`src/rtl/peak_record_pkg.sv`:
```
// Shared definitions for the peak-record serializer: FSM encoding, beat
// ratio of the default configuration and the record header magic word.
package peak_record_pkg;

  // Output beats per record for the default 512 -> 64 configuration.
  localparam int BEATS = 8;

  // Header word carried in the least-significant 32 bits of every record.
  localparam logic [31:0] PK_MAGIC = 32'h504B504B;

  // Serializer FSM encoding.
  typedef enum logic [0:0] {
    ST_IDLE = 1'b0,
    ST_SEND = 1'b1
  } ser_state_t;

  // Bit width needed to index v items, never less than one bit.
  function automatic int clog2_min1(input int v);
    return (v > 1) ? $clog2(v) : 1;
  endfunction

endpackage

```
`src/rtl/peak_record_fifo.sv`:
```
// Synchronous first-word-fall-through record buffer. The head entry is
// presented on rd_data whenever empty is low; rd_en consumes it.
// Full/empty come from the registered level, so a write is judged against
// the occupancy at the start of the cycle, before any same-cycle pop.
module peak_record_fifo
  import peak_record_pkg::*;
#(
  parameter int WIDTH = 512,
  parameter int DEPTH = 4
) (
  input  logic                     aclk,
  input  logic                     aresetn,
  input  logic                     wr_en,
  input  logic [WIDTH-1:0]         wr_data,
  input  logic                     rd_en,
  output logic [WIDTH-1:0]         rd_data,
  output logic                     full,
  output logic                     empty,
  output logic [$clog2(DEPTH):0]   level
);

  localparam int PTR_W = clog2_min1(DEPTH);
  localparam int LVL_W = $clog2(DEPTH) + 1;

  logic [WIDTH-1:0] mem [DEPTH];
  logic [PTR_W-1:0] wr_ptr_q;
  logic [PTR_W-1:0] rd_ptr_q;
  logic [LVL_W-1:0] level_q;
  logic             do_wr;
  logic             do_rd;

  assign full    = (level_q == LVL_W'(DEPTH));
  assign empty   = (level_q == '0);
  assign level   = level_q;
  assign rd_data = mem[rd_ptr_q];
  assign do_wr   = wr_en & ~full;
  assign do_rd   = rd_en & ~empty;

  // Pointer and occupancy bookkeeping; a simultaneous write and pop cancel.
  always_ff @(posedge aclk) begin
    if (!aresetn) begin
      wr_ptr_q <= '0;
      rd_ptr_q <= '0;
      level_q  <= '0;
    end else begin
      if (do_wr) wr_ptr_q <= wr_ptr_q + PTR_W'(1);
      if (do_rd) rd_ptr_q <= rd_ptr_q + PTR_W'(1);
      case ({do_wr, do_rd})
        2'b10:   level_q <= level_q + LVL_W'(1);
        2'b01:   level_q <= level_q - LVL_W'(1);
        default: level_q <= level_q;
      endcase
    end
  end

  // Storage array; contents need no reset because level gates every read.
  always_ff @(posedge aclk) begin
    if (do_wr) mem[wr_ptr_q] <= wr_data;
  end

endmodule

```
`src/rtl/peak_record_serializer.sv`:
```
// Peak-record serializer: buffers wide single-beat records and emits each
// one as IN_DATA_WIDTH/OUT_DATA_WIDTH narrow beats, least-significant word
// first, with tlast on the final beat.
//
// Handshake semantics (both streams): a beat transfers on a rising edge
// where tvalid and tready are both high. Once m_axis_tvalid is asserted the
// beat (tdata/tlast) is held unchanged until it transfers; tvalid never
// waits on tready. On the input side, s_axis_tready is either constant 1
// (drop mode, excess records are counted and discarded) or !full taken from
// registered occupancy only, so it never depends on m_axis_tready.
module peak_record_serializer
  import peak_record_pkg::*;
#(
  parameter int IN_DATA_WIDTH  = 512,
  parameter int OUT_DATA_WIDTH = 64,
  parameter int FIFO_DEPTH     = 4,
  parameter int DROP_WHEN_FULL = 1
) (
  input  logic                          aclk,
  input  logic                          aresetn,
  input  logic [IN_DATA_WIDTH-1:0]      s_axis_tdata,
  input  logic                          s_axis_tvalid,
  input  logic                          s_axis_tlast,
  output logic                          s_axis_tready,
  output logic [OUT_DATA_WIDTH-1:0]     m_axis_tdata,
  output logic                          m_axis_tvalid,
  output logic                          m_axis_tlast,
  output logic [OUT_DATA_WIDTH/8-1:0]   m_axis_tkeep,
  input  logic                          m_axis_tready,
  output logic [31:0]                   rec_count,
  output logic [31:0]                   drop_count,
  output logic [$clog2(FIFO_DEPTH):0]   fifo_level,
  output ser_state_t                    dbg_state
);

  localparam int NUM_BEATS = IN_DATA_WIDTH / OUT_DATA_WIDTH;
  localparam int BEAT_W    = clog2_min1(NUM_BEATS);
  localparam logic [BEAT_W-1:0] LAST_BEAT = BEAT_W'(NUM_BEATS - 1);

  ser_state_t                state_q, state_d;
  logic [BEAT_W-1:0]         beat_q, beat_d;
  logic [IN_DATA_WIDTH-1:0]  sr_q;
  logic                      load, shift, clear, rec_done;
  logic                      fifo_push, fifo_pop, fifo_full, fifo_empty;
  logic [IN_DATA_WIDTH-1:0]  fifo_rd_data;
  logic                      drop_evt;
  logic                      ready_en_q;
  logic [31:0]               rec_count_q, drop_count_q;
  logic                      unused_tlast;

  // Every accepted beat is a whole record; the input tlast carries nothing.
  assign unused_tlast = s_axis_tlast;

  assign s_axis_tready = (DROP_WHEN_FULL != 0) ? 1'b1 : (ready_en_q & ~fifo_full);
  assign fifo_push     = s_axis_tvalid & s_axis_tready & ~fifo_full;
  assign drop_evt      = (DROP_WHEN_FULL != 0) && s_axis_tvalid && fifo_full;

  assign m_axis_tvalid = (state_q == ST_SEND);
  assign m_axis_tlast  = (state_q == ST_SEND) && (beat_q == LAST_BEAT);
  assign m_axis_tdata  = sr_q[OUT_DATA_WIDTH-1:0];
  assign m_axis_tkeep  = '1;
  assign rec_count     = rec_count_q;
  assign drop_count    = drop_count_q;
  assign dbg_state     = state_q;

  peak_record_fifo #(
    .WIDTH (IN_DATA_WIDTH),
    .DEPTH (FIFO_DEPTH)
  ) u_fifo (
    .aclk    (aclk),
    .aresetn (aresetn),
    .wr_en   (fifo_push),
    .wr_data (s_axis_tdata),
    .rd_en   (fifo_pop),
    .rd_data (fifo_rd_data),
    .full    (fifo_full),
    .empty   (fifo_empty),
    .level   (fifo_level)
  );

  // Serializer next-state: load a record, walk its beats, chain records.
  always_comb begin
    state_d  = state_q;
    beat_d   = beat_q;
    fifo_pop = 1'b0;
    load     = 1'b0;
    shift    = 1'b0;
    clear    = 1'b0;
    rec_done = 1'b0;
    case (state_q)
      ST_IDLE: begin
        if (!fifo_empty) begin
          load     = 1'b1;
          fifo_pop = 1'b1;
          beat_d   = '0;
          state_d  = ST_SEND;
        end
      end
      ST_SEND: begin
        if (m_axis_tready) begin
          if (beat_q != LAST_BEAT) begin
            beat_d = beat_q + BEAT_W'(1);
            shift  = 1'b1;
          end else begin
            rec_done = 1'b1;
            beat_d   = '0;
            if (!fifo_empty) begin
              load     = 1'b1;
              fifo_pop = 1'b1;
            end else begin
              clear   = 1'b1;
              state_d = ST_IDLE;
            end
          end
        end
      end
      default: state_d = ST_IDLE;
    endcase
  end

  // FSM state and beat index registers.
  always_ff @(posedge aclk) begin
    if (!aresetn) begin
      state_q <= ST_IDLE;
      beat_q  <= '0;
    end else begin
      state_q <= state_d;
      beat_q  <= beat_d;
    end
  end

  // Shift register: the low word is always the beat on the wire.
  always_ff @(posedge aclk) begin
    if (!aresetn) begin
      sr_q <= '0;
    end else if (load) begin
      sr_q <= fifo_rd_data;
    end else if (shift) begin
      sr_q <= sr_q >> OUT_DATA_WIDTH;
    end else if (clear) begin
      sr_q <= '0;
    end
  end

  // Input-ready enable: low through reset, high from the first cycle after.
  always_ff @(posedge aclk) begin
    if (!aresetn) ready_en_q <= 1'b0;
    else          ready_en_q <= 1'b1;
  end

  // Saturating record and drop counters.
  always_ff @(posedge aclk) begin
    if (!aresetn) begin
      rec_count_q  <= '0;
      drop_count_q <= '0;
    end else begin
      if (rec_done && rec_count_q != 32'hFFFF_FFFF)  rec_count_q  <= rec_count_q + 32'd1;
      if (drop_evt && drop_count_q != 32'hFFFF_FFFF) drop_count_q <= drop_count_q + 32'd1;
    end
  end

endmodule

```
`config.mk`:
```
export PLATFORM = sky130hd
export DESIGN_NAME = peak_record_serializer
export DESIGN_NICKNAME = d
export VERILOG_FILES = /design/src/rtl/peak_record_pkg.sv /design/src/rtl/peak_record_fifo.sv /design/src/rtl/peak_record_serializer.sv
export SDC_FILE = /design/constraint.sdc
export NUM_CORES = 2
export LEC_CHECK = 0
export ABC_AREA = 1
export CORE_ASPECT_RATIO = 0.5
export CORE_MARGIN = 2
export CORE_UTILIZATION = 59
export DETAILED_ROUTE_END_ITERATION = 8
export GPL_ROUTABILITY_DRIVEN = 0
export PLACE_DENSITY_LB_ADDON = 0.15
export SYNTH_ARGS = -nofsm -noshare
export SYNTH_HDL_FRONTEND = slang
export SYNTH_HIERARCHICAL = 1
export SYNTH_SLANG_ARGS = --single-unit
```
`constraint.sdc`:
```
create_clock -name aclk -period 63.5 [get_ports aclk]
set_input_delay 19.05 -clock aclk [delete_from_list [all_inputs] [get_ports aclk]]
set_output_delay 19.05 -clock aclk [all_outputs]
set_load 0.02 [all_outputs]
```
; Word-level counts from Yosys, hierarchy flattened
; Memory sizes are Yosys's and may differ from the RTL's. A register that Yosys moved wholly into a read port is not among the register bits.
; Index checks and enable logic that the tools add are counted.
[totals]
wordCells = 68
ram_bits = 2048
output_inout_bits = 143
inputBits = 517
mem_count = 1
register_bits = 587
[mem_list]
columns = name, words, word_bits, rd, rd_ports_with_merged_regs, wr, line_no
row1 = u_fifo.mem, 4, 512, 1, 1, 1, peak_record_fifo.sv:25  ; logic [WIDTH-1:0] mem [DEPTH];
[classes]
n_eq_ne = 9
add_sub_neg = 7
n_reduce_logical = 8
bitwise = 6
mux = 29
[ops]
columns = cell, count
row1 = $mux 512, 3
row2 = $add 32x1->32 const B, 2
row3 = $ne 32x32->1 const B, 2
row4 = $mux 1, 17
row5 = $pmux 3 s2, 2
row6 = $mux 3, 3
row7 = $add 3x1->3 const B, 2
row8 = $eq 3x3->1 const B, 2
row9 = $add 2x1->2 const B, 2
row10 = $logic_and 1x1->1, 4
row11 = $mux 2, 2
row12 = $ne 2x2->1 const B, 2
row13 = $pmux 1 s2, 2
row14 = $and 1x1->1, 3
row15 = $logic_not 3->1, 1
row16 = $ne 3x3->1 const B, 1
row17 = $not 1->1, 3
row18 = $reduce_bool 3->1, 1
row19 = $sub 3x1->3 const B, 1
row20 = $eq 2x1->1 const B, 1
row21 = $eq 2x2->1 const B, 1
row22 = $reduce_and 2->1, 1
row23 = $reduce_bool 2->1, 1

; Logic depth before layout (Yosys ltp)
[logic_depth]
ltp_word = 8
depth_mapped = 19
depth_no_buf = 17

; Hierarchy
; The synthesis kept the hierarchy.
[by_module_without_submodules]
columns = mod, instances, cells_each, area_each_um2
row1 = peak_record_fifo, 1, 5020, 76014.2
row2 = peak_record_serializer, 1, 3525, 25383.1

; Worst setup path after synthesis
; Ideal clock, no wire load.
[synth_path]
kind = in2reg
start = input port s_axis_tvalid
end = memory u_fifo.mem[0][0] (enable)
t_required_ps = 62098
arrival_ps = 40563
slack_ps = 21535
path_stages = 4
setup_ps = 1402
path_cell_list = inv_1 -> nor2_1 -> nand2_1 -> nor2_1
[synth_via]
elab_chain_cells = 4
[synth_lines]
columns = item, line_no
row1 = "start, declared", peak_record_serializer.sv:22  ; input logic s_axis_tvalid,
row2 = $and 1x1->1, peak_record_serializer.sv:55  ; assign fifo_push = s_axis_tvalid & s_axis_tready & ~fifo_full;
row3 = named net fifo_push, peak_record_serializer.sv:44  ; logic fifo_push, fifo_pop, fifo_full, fifo_empty;
row4 = $and 1x1->1, peak_record_fifo.sv:36  ; assign do_wr = wr_en & ~full;
row5 = $mux 1, peak_record_fifo.sv:58  ; if (do_wr) mem[wr_ptr_q] <= wr_data;
row6 = $mux 1 (implied by the code), peak_record_fifo.sv:58
row7 = "end, declared", peak_record_fifo.sv:25
; The timed path passes the listed nets, and every way through them passes these cells.

; Final worst setup path
[layout_path]
start = input port s_axis_tvalid
end = memory u_fifo.mem[0][456] (enable)
; Same word-level chain as after synthesis.

==> results.cfg <==
[synth]
ys.flop_type = edfxtp_1
netlist_top_cells_count = edfxtp_1, nand2_1, nor2_1, o21ai_0, dfxtp_1
yosysMostFrequentCell = edfxtp_1
synth_cell_types = 39
synthCells = 8545
synth_top_area_cell = edfxtp_1
ys_seq_area_share_pct = 72.3
synth_edf_count = 2048
ys.warnings.count = 6
netlist_top_cells_area = edfxtp_1, dfxtp_1, o21ai_0, nand2_1, nor2_1
netlist.area_leader.share_pct = 60.7
netlist_area_sq_mm = 0.101
synth-async-reset-ratio_pct = 0
ys_seq_elements = 2637
syn_avg_cell_area_sq_um = 11.9

[clock_network]
cts_buffers = 223
path_clk_slew_ps = 70
clock_latency_ps = 870
ctsLongestPathBuffers = 4
post_cts_buffers = 0
cts_resized = 0
root_buffer = clkbuf_16
cts.sinks = 2637
cts_tree = done
ctsHtreeMaxLevel = 4
ctsHoldBuffers = 0

[timing]
rsz0062_at_grt = false
finalHoldViolations = 0
slew_headroom_pct = 12.0
setup_viol = 0
fin_worst_skew_ps = 30.8
finalSetupTns_ps = 0
drv_slew = 0
min_period_ps = 23740
clock.fmax_mhz = 42.1
min_period_over_period_pct = 37.4
worst_pin_slew_ps = 1320

[routing]
ant_nets = 0
num_vias = 69094
wire_per_inst_microns = 23.7
vias_per_cell = 6.08
drc = 0
drt-initial-drc-count = 8067
drt_first_pass_iters = 7
wl_microns = 270000

[die]
core-area_sq_mm = 0.170
fp.dieH_microns = 297
ios = 660
die_x_microns = 590
die_area_sq_mm = 0.175
start_util_pct = 59.5
rows = 107

[global_routing]
antenna_found_initial = 80
grt_pass1_wl_microns = 397000
grt_pass1_vias = 62648
grt_max_degree = 321
grt_usage_pct = 29.8
grt_overflow = 0

[place]
portBuffers = 649
dp_hpwl_microns = 151000
place_area_sq_mm = 0.108

[cells_and_area]
stdcell_area_sq_mm = 0.115
drive_gt1_share_pct = 5.04
fin_nets = 9349
area_growth_pct = 13.7

[critical_path]
required_ps = 63970
crit_top_cell = buf_4
crit_path_end_kind = register
worst-path-max-fanout = 63
cp_slowest_cell = buf_4
critPathLaunchType = primary input
cp.arrival_ps = 24210
crit_chain = clkdlybuf4s50_1 > inv_1 > nor2_1 > nand2_1 > nor2_4 > buf_4 > buf_4 > buf_4 > buf_4
critical_path_class = in -> reg
critPathMaxStageDelay_ps = 850

[worst_hold_path]
hp-class = reg -> reg

[power]
max-vdd-ir-drop_v = 0.0000700
power_leakage_uw = 0.0375
power-per-cell-area_mw_per_mm2 = 43.8

[job]
max_cap_viol_count = 0

[run_status]
outcome = finished clean
## kinds of logic after synthesis
kind of cell,after synthesis,synth area share [%]
and+or+nand+nor,2988,11.9
DFF,2637,72.3
AOI/OAI and AO/OA,2117,11.7
buffers and inverters,781,3.96
other,1,0.00370
adders and majority gates,11,0.143
xor gates and xnor gates,10,0.0864
## layout by cell type (no fill, tap or decap), types with 72 or more instances in the layout
master,instances
nand3_1,506
edfxtp_1,2048
clkdlybuf4s50_1,648
buf_4,79
inv_1,78
nor2_1,1185
clkbuf_16,228
nand2_1,1236
o21ai_0,1019
dfxtp_1,587
a21oi_1,110
o22ai_1,512
clkbuf_1,72
a31oi_1,451
## flip-flops by register name (all words and copies together) (netlist names), named ones only
register / count
u_fifo/rd_ptr_q: 2
drop_count: 32
beat_q: 3
dbg_state: 1
rec_count: 32
sr_q: 512
u_fifo/level: 3
u_fifo/wr_ptr_q: 2
u_fifo/mem: 2048
## final cells by class
type                            count  area [sq um]
Clock inverter                     85           779
Antenna cell                       64           160
Tap cell                         2289          2860
Timing Repair Buffer              739          7300
Inverter                           85           375
Clock buffer                      326          6330
Multi-Input combinational cell   5135         24200
Fill cell                       12381         55100
Sequential cell                  2637         73300
## critical path, delay by kind of cell
| kind | cells | cell delay, ps |
|---|---|---|
| buffers and inverters | 6 | 3590 |
| AND/OR/NAND/NOR | 3 | 1270 |
## where the power goes
part / switching [uW] / leakage (uW) / internal (uW)
logic: 965 / 0.0104 / 375
clock network: 606 / 0.00348 / 748
registers: 165 / 0.0236 / 2190
## per-stage QoR
| step | hold WS, ps | setup WS, ps | cells | power (uW) | util [%] |
|---|---|---|---|---|---|
| after floorplan | 429 | 21540 | 8553 | 3440 | - |
| after global placement | 449 | 38960 | 10885 | 3680 | 63.4 |
| after detailed placement | 456 | 38960 | 10885 | 3710 | 63.4 |
| after CTS | 468 | 39840 | 11296 | 5050 | 67.5 |
| after global routing | 481 | 39630 | 11355 | 5280 | 67.6 |
| final | 466 | 39760 | 11360 | 5050 | 67.6 |
## final timing paths
kind,cells after the start,from,end,slack [ps]
max reg2reg,11,beat_q[0],sr_q[467],57850
min reg2reg,2,sr_q[488],sr_q[488],470
min,2,sr_q[488],sr_q[488],470
max,9,s_axis_tvalid,u_fifo/mem[0][456],39760
## per-layer routing
| layer | global-route usage [%] | wire [microns] | part of all wire, % |
|---|---|---|---|
| met1 | 45.1 | 115000 | 43 |
| met4 | 9.15 | 6430 | 2.4 |
| met3 | 4.62 | 24300 | 9.0 |
| met2 | 44.7 | 124000 | 46 |
| met5 | 0 | 89 | 0.033 |
(Power assumes the default switching activity.)
